## config.mk

```make
export PLATFORM = sky130hd
export DESIGN_NAME = msu_sd_arbiter
export DESIGN_NICKNAME = d
export VERILOG_FILES = /design/src/rtl/msu_pkg.sv /design/src/rtl/msu_rr_pick.sv /design/src/rtl/msu_sd_arbiter.sv
export SDC_FILE = /design/constraint.sdc
export NUM_CORES = 1
export LEC_CHECK = 0
export ABC_AREA = 1
export CORE_MARGIN = 8
export CORE_UTILIZATION = 43
export CTS_CLUSTER_SIZE = 25
export DETAILED_ROUTE_END_ITERATION = 7
export PLACE_DENSITY_LB_ADDON = 0.25
export SKIP_LAST_GASP = 1
export SLEW_MARGIN = 20
export SYNTH_ARGS = -nofsm -noshare
export SYNTH_HDL_FRONTEND = slang
export SYNTH_SLANG_ARGS = --single-unit
```

## constraint.sdc

```tcl
create_clock -name clk -period 1.7 [get_ports clk]
set_input_delay 0.425 -clock clk [delete_from_list [all_inputs] [get_ports clk]]
set_output_delay 0.425 -clock clk [all_outputs]
set_load 0.01 [all_outputs]
```

## src/rtl/msu_pkg.sv

```systemverilog
// msu_pkg: shared types and defaults for the MSU sector-read arbiter.
//   arb_state_t : arbiter FSM states (ST_TMO only reachable with MSU_ARB_TIMEOUT_EN)
//   OWN_AUD/OWN_DAT : owner encoding, also the bit index of each requester in reqs
package msu_pkg;
  typedef enum logic [2:0] {ST_IDLE, ST_ISSUE, ST_XFER, ST_DONE, ST_TMO} arb_state_t;

  localparam logic OWN_AUD = 1'b0;
  localparam logic OWN_DAT = 1'b1;

  localparam int MSU_SECTOR_WORDS = 256;
  localparam int MSU_LBA_W        = 21;
endpackage

```

## src/rtl/msu_rr_pick.sv

```systemverilog
// msu_rr_pick: combinational 2-way picker with audio-urgent override.
//   reqs   in  2  request bits, indexed by owner code
//   urgent in  1  audio FIFO below low watermark
//   last   in  1  owner served most recently
//   winner out 1  owner to grant (only meaningful when any req is high)
module msu_rr_pick
  import msu_pkg::*;
(
  input  logic [1:0] reqs,
  input  logic       urgent,
  input  logic       last,
  output logic       winner
);
  always_comb begin
    winner = ~last;  // both requesting: alternate away from the last owner
    if (urgent && reqs[OWN_AUD])
      winner = OWN_AUD;
    else if (reqs[OWN_AUD] && !reqs[OWN_DAT])
      winner = OWN_AUD;
    else if (reqs[OWN_DAT] && !reqs[OWN_AUD])
      winner = OWN_DAT;
  end
endmodule

```

## src/rtl/msu_sd_arbiter.sv

```systemverilog
// msu_sd_arbiter: shares the HPS sector-read slot between the MSU audio
// streamer and the MSU data-port reader, one 512-byte sector at a time.
// Ports:
//   clk, reset_n                  clock, synchronous active-low reset
//   aud_req/aud_lba               audio request (level, held until aud_done) + sector
//   aud_gnt/aud_ack/aud_wr/aud_done  audio grant, gated sd_ack/sd_buff_wr, end pulse
//   dat_*                         same set for the data reader
//   audio_fifo_usedw              audio FIFO level; below AUD_LOW_WM audio wins
//   sd_lba/sd_rd                  request to HPS
//   sd_ack/sd_buff_wr             HPS transfer-active and word strobe
//   xfer_words                    words counted in the last completed transfer
//   short_xfer                    sticky: some transfer ended with != SECTOR_WORDS words
// Optional: define MSU_ARB_TIMEOUT_EN to abort ISSUE after ACK_TIMEOUT cycles
// without sd_ack; adds parameter ACK_TIMEOUT and output arb_timeout.
module msu_sd_arbiter
  import msu_pkg::*;
#(
  parameter int LBA_W        = MSU_LBA_W,
  parameter int SECTOR_WORDS = MSU_SECTOR_WORDS,
  parameter int AUD_LOW_WM   = 1024
`ifdef MSU_ARB_TIMEOUT_EN
  ,
  parameter int ACK_TIMEOUT  = 4095
`endif
) (
  input  logic             clk,
  input  logic             reset_n,
  input  logic             aud_req,
  input  logic [LBA_W-1:0] aud_lba,
  output logic             aud_gnt,
  output logic             aud_ack,
  output logic             aud_wr,
  output logic             aud_done,
  input  logic             dat_req,
  input  logic [LBA_W-1:0] dat_lba,
  output logic             dat_gnt,
  output logic             dat_ack,
  output logic             dat_wr,
  output logic             dat_done,
  input  logic [11:0]      audio_fifo_usedw,
  output logic [LBA_W-1:0] sd_lba,
  output logic             sd_rd,
  input  logic             sd_ack,
  input  logic             sd_buff_wr,
  output logic [8:0]       xfer_words,
  output logic             short_xfer
`ifdef MSU_ARB_TIMEOUT_EN
  ,
  output logic             arb_timeout
`endif
);
  arb_state_t state;
  logic       owner;
  logic       rr_last;
  logic       winner;
  logic       aud_urgent;
  logic [8:0] word_cnt;
  logic       xfer_phase;

`ifdef MSU_ARB_TIMEOUT_EN
  localparam int TMO_W = $clog2(ACK_TIMEOUT + 1);
  logic [TMO_W-1:0] tmo_cnt;
`endif

  assign aud_urgent = int'(audio_fifo_usedw) < AUD_LOW_WM;

  msu_rr_pick u_pick (
    .reqs   ({dat_req, aud_req}),
    .urgent (aud_urgent),
    .last   (rr_last),
    .winner (winner)
  );

  // HPS strobes reach only the owner, and only while the sector is streaming.
  assign xfer_phase = (state == ST_XFER);
  assign aud_ack    = xfer_phase && (owner == OWN_AUD) && sd_ack;
  assign aud_wr     = xfer_phase && (owner == OWN_AUD) && sd_buff_wr;
  assign dat_ack    = xfer_phase && (owner == OWN_DAT) && sd_ack;
  assign dat_wr     = xfer_phase && (owner == OWN_DAT) && sd_buff_wr;

  always_ff @(posedge clk) begin
    if (!reset_n) begin
      state      <= ST_IDLE;
      owner      <= OWN_AUD;
      rr_last    <= OWN_AUD;  // data goes first after reset
      sd_lba     <= '0;
      sd_rd      <= 1'b0;
      aud_gnt    <= 1'b0;
      dat_gnt    <= 1'b0;
      aud_done   <= 1'b0;
      dat_done   <= 1'b0;
      word_cnt   <= '0;
      xfer_words <= '0;
      short_xfer <= 1'b0;
`ifdef MSU_ARB_TIMEOUT_EN
      tmo_cnt     <= '0;
      arb_timeout <= 1'b0;
`endif
    end else begin
      case (state)
        ST_IDLE: begin
          // A high sd_ack here is left over from an aborted transfer: wait it out.
          if (!sd_ack && (aud_req || dat_req)) begin
            owner   <= winner;
            sd_lba  <= (winner == OWN_AUD) ? aud_lba : dat_lba;
            sd_rd   <= 1'b1;
            aud_gnt <= (winner == OWN_AUD);
            dat_gnt <= (winner == OWN_DAT);
`ifdef MSU_ARB_TIMEOUT_EN
            tmo_cnt <= '0;
`endif
            state   <= ST_ISSUE;
          end
        end
        ST_ISSUE: begin
          if (sd_ack) begin
            sd_rd    <= 1'b0;
            word_cnt <= '0;
            state    <= ST_XFER;
          end
`ifdef MSU_ARB_TIMEOUT_EN
          else if (tmo_cnt == TMO_W'(ACK_TIMEOUT - 1)) begin
            // sd_rd was high for exactly ACK_TIMEOUT cycles
            sd_rd       <= 1'b0;
            aud_gnt     <= 1'b0;
            dat_gnt     <= 1'b0;
            aud_done    <= (owner == OWN_AUD);
            dat_done    <= (owner == OWN_DAT);
            arb_timeout <= 1'b1;
            short_xfer  <= 1'b1;
            state       <= ST_TMO;
          end else begin
            tmo_cnt <= tmo_cnt + 1'b1;
          end
`endif
        end
        ST_XFER: begin
          if (!sd_ack) begin
            xfer_words <= word_cnt;
            if (word_cnt != 9'(SECTOR_WORDS))
              short_xfer <= 1'b1;
            aud_gnt  <= 1'b0;
            dat_gnt  <= 1'b0;
            aud_done <= (owner == OWN_AUD);
            dat_done <= (owner == OWN_DAT);
            state    <= ST_DONE;
          end else if (sd_buff_wr && word_cnt != 9'h1FF) begin
            word_cnt <= word_cnt + 9'd1;
          end
        end
        ST_DONE: begin
          aud_done <= 1'b0;
          dat_done <= 1'b0;
          rr_last  <= owner;
          state    <= ST_IDLE;
        end
`ifdef MSU_ARB_TIMEOUT_EN
        ST_TMO: begin
          aud_done    <= 1'b0;
          dat_done    <= 1'b0;
          arb_timeout <= 1'b0;
          rr_last     <= owner;
          state       <= ST_IDLE;
        end
`endif
        default: state <= ST_IDLE;
      endcase
    end
  end
endmodule

```

==> qor.yml <==
status:
  status: "completed"
die:
  rows: 27
  dieArea_um2: 8430
  die_h_um: 91.8
  core_area_um2: 5540
  die_w_um: 91.8
  start_util_pct: 44.6
  ios: 100
power:
  powerDensity_nw_per_um2: 1180
  p_leak_nw: 1.71
  irDropWorstVdd_mv: 0.567
final_layout:
  design_area_um2: 3800
  area_growth_pct: 53.7
  fin_cells: 549
  multi_input_area_um2: 1230
  nets: 544
  most-common-layout-cells: "83 x clkdlybuf4s50_1, 75 x nor2_1, 61 x inv_1, 49 x o21ai_0, 46 x dfxtp_1"
  drive_gt1_share_pct: 16.4
  fillers: 480
  layout_commonest_cell: "clkdlybuf4s50_1"
  diodes: 0
  seqCellArea_um2: 985
timing:
  hold_violations: 0
  timing.final.crit_share_pct: 97.4
  worst_slew_pin_slew_ns: 0.286
  drv_slew: 0
  finalSetupTns_ns: 0
  timing.fmax_ghz: 0.604
  maxSlewHeadroom_pct: 80.9
  rsz0062_at_grt: "yes"
  skew_ns: 0.00999
  fin_crit_ns: 1.66
  setup_viol: 0
worst_setup_path:
  arrival_ns: 1.88
  crit_top_cell: "nand2_2"
  end_kind: "register"
  reg2reg_to: "word_cnt[1]"
  worstSetupPathType: "register to register"
  cp_num_cells: 13
  startpoint_type: "register"
  r2r_cells: 13
  slowest_delay_ns: 0.37
  crit_required_ns: 1.93
  crit_buf_inv: 3
  crit_family: "simple AND/OR/NAND/NOR gates"
  crit_fanout: 5
  r2r_setup_slack_ns: 0.04
  cp_slowest_cell: "dfxtp_2"
  cp_cell_sequence: "ha_4, nand2_2, inv_2, nand3_2, nor2_2, ha_2, inv_2, nand2_2, nand2_2, buf_6, nand2_4, a21oi_2, a211oi_1"
  worstReg2RegStart: "word_cnt[1]"
clocking:
  clock_latency_ns: 0.31
  cts_tree: "yes"
  numCtsBuffers: 5
  clock_sinks: 49
  clk_pin_slew_ns: 0.10
  clockBufferDepth: 2
  htreeDepth: 2
  ctsHoldBuffers: 0
  cts_root_buffer: "clkbuf_8"
place:
  dp_hpwl_mm: 5.08
  postPlaceCellArea_um2: 3580
  globalplace.congestion: 0.806
  port_buffers: 89
  dp.cells: 533
synth:
  ys_types: 30
  synth-seq-cells: 49
  syn_nets: 432
  synth.avg_cell_area_um2: 6.79
  synth_area_um2: 2470
  ys_seq_area_share_pct: 39.7
  synthArstFlopShare_pct: 0
  yosys_warnings: 0
  syn_inst: 364
  synth_flop_cell: "dfxtp_1"
  synth-edff-count: 0
global_routing:
  grt_pass1_vias: 2539
  antenna_found_initial: 0
  overflow: 0
  grt_max_degree: 28
  grt_first_pass_wirelength_mm: 11.6
  grt_use_total_pct: 16.5
routing:
  vias: 2574
  ant_nets: 0
  wl_mm: 6.95
  vias_per_cell: 4.69
  drtPass1Iterations: 6
  drc: 0
  wl_per_cell_um: 12.7
  dr.first_iter.drc_count: 97
hold_path:
  hp-start: "sd_rd"
  hold_class: "register to register"
  holdPathEnd: "sd_rd"
  hold_depth: 2
job:
  drv_cap: 0
[worst min-delay path: stages (launching register included)]
cell	delay (ns)
dfxtp_1	0.32
inv_1	0.05
a21oi_1	0.05
[state kept, by name, summed over array words and instances (netlist names)]
name        cells
word_cnt        9
rr_last         1
aud_done        1
aud_gnt         1
sd_rd           1
dat_gnt         1
dat_done        1
short_xfer      1
xfer_words      9
sd_lba         21
state           2
owner           1
[cell type report]
cell class,count,area share [%]
timing repair buffer,118,30.1
clock inverter,3,0.593
inverter,69,6.82
multi-input combinational,233,32.4
clock buffer,5,1.81
tap,72,2.37
sequential,49,25.9
[where the power goes]
group | total (W) | internal, W | switching, W
clock network | 0.000703 | 0.000289 | 0.000414
registers | 0.00154 | 0.00140 | 0.000137
logic | 0.00224 | 0.00109 | 0.00115
total | 0.00448 | 0.00278 | 0.00170
[metal layers]
metal / up-vias / wire length (µm) / track usage (%) / share of wire (%)
li1: 1354 / - / - / -
met1: 1141 / 3010 / 19.1 / 43
met2: 77 / 3290 / 27.3 / 47
met3: 2 / 619 / 7.25 / 8.9
met4: 0 / 29 / 3.62 / 0.42
met5: - / 0 / 0 / 0
[through the flow]
step	worst slack, ns	util, %	hold slack, ns	power [W]
2_1_floorplan	0.138	-	0.450	0.00265
3_3_place_gp	-0.358	64.6	0.442	0.00358
3_5_place_dp	-0.430	64.6	0.447	0.00363
4_1_cts	-0.0131	66.6	0.462	0.00439
5_1_grt	-0.0381	68.6	0.486	0.00483
6_report	0.0443	68.6	0.459	0.00448
[worst max path at each step]
stage           startpoint           to  slack (ns)
2_1_floorplan  word_cnt[0]  word_cnt[6]        0.14
3_3_place_gp        sd_ack      aud_ack       -0.36
3_5_place_dp    sd_buff_wr       aud_wr       -0.43
4_1_cts         sd_buff_wr       aud_wr       -0.01
5_1_grt           state[0]      aud_ack       -0.04
6_report       word_cnt[1]  word_cnt[1]        0.04
[repair_timing]
action | in CTS | in global routing
gates resized for setup | 22 | 23
buffers inserted | 2 | 5
gates cloned | 1 | 0
pin swaps | 2 | 8
endpoints found under the setup margin | 7 | 12
[kinds of logic (layout without fill, tap and decap cells)]
logic type      Yosys count  count (layout)  synth area share (%)
compound gates           88              88                  18.7
fa+ha+maj                 8               8                  4.05
buf+inv                  83             195                  14.1
simple gates            136             137                  23.4
flops                    49              49                  39.7
[Yosys cell counts, types with 2 or more instances]
cell type  instances  area (µm²)
a211oi_1           2        15.0
a21oi_1           24         120
buf_2              5        25.0
buf_4              2        15.0
buf_6              3        33.8
clkbuf_1           2        7.51
dfxtp_1           49         981
ha_1               8         100
inv_1             64         240
inv_2              5        18.8
nand2_1           35         131
nand2_2            3        18.8
nand3_1           10        50.1
nor2_1            77         289
nor3_1             3        15.0
o21ai_0           50         250
o21ai_1            9        45.0
(Power assumes the default switching activity.)
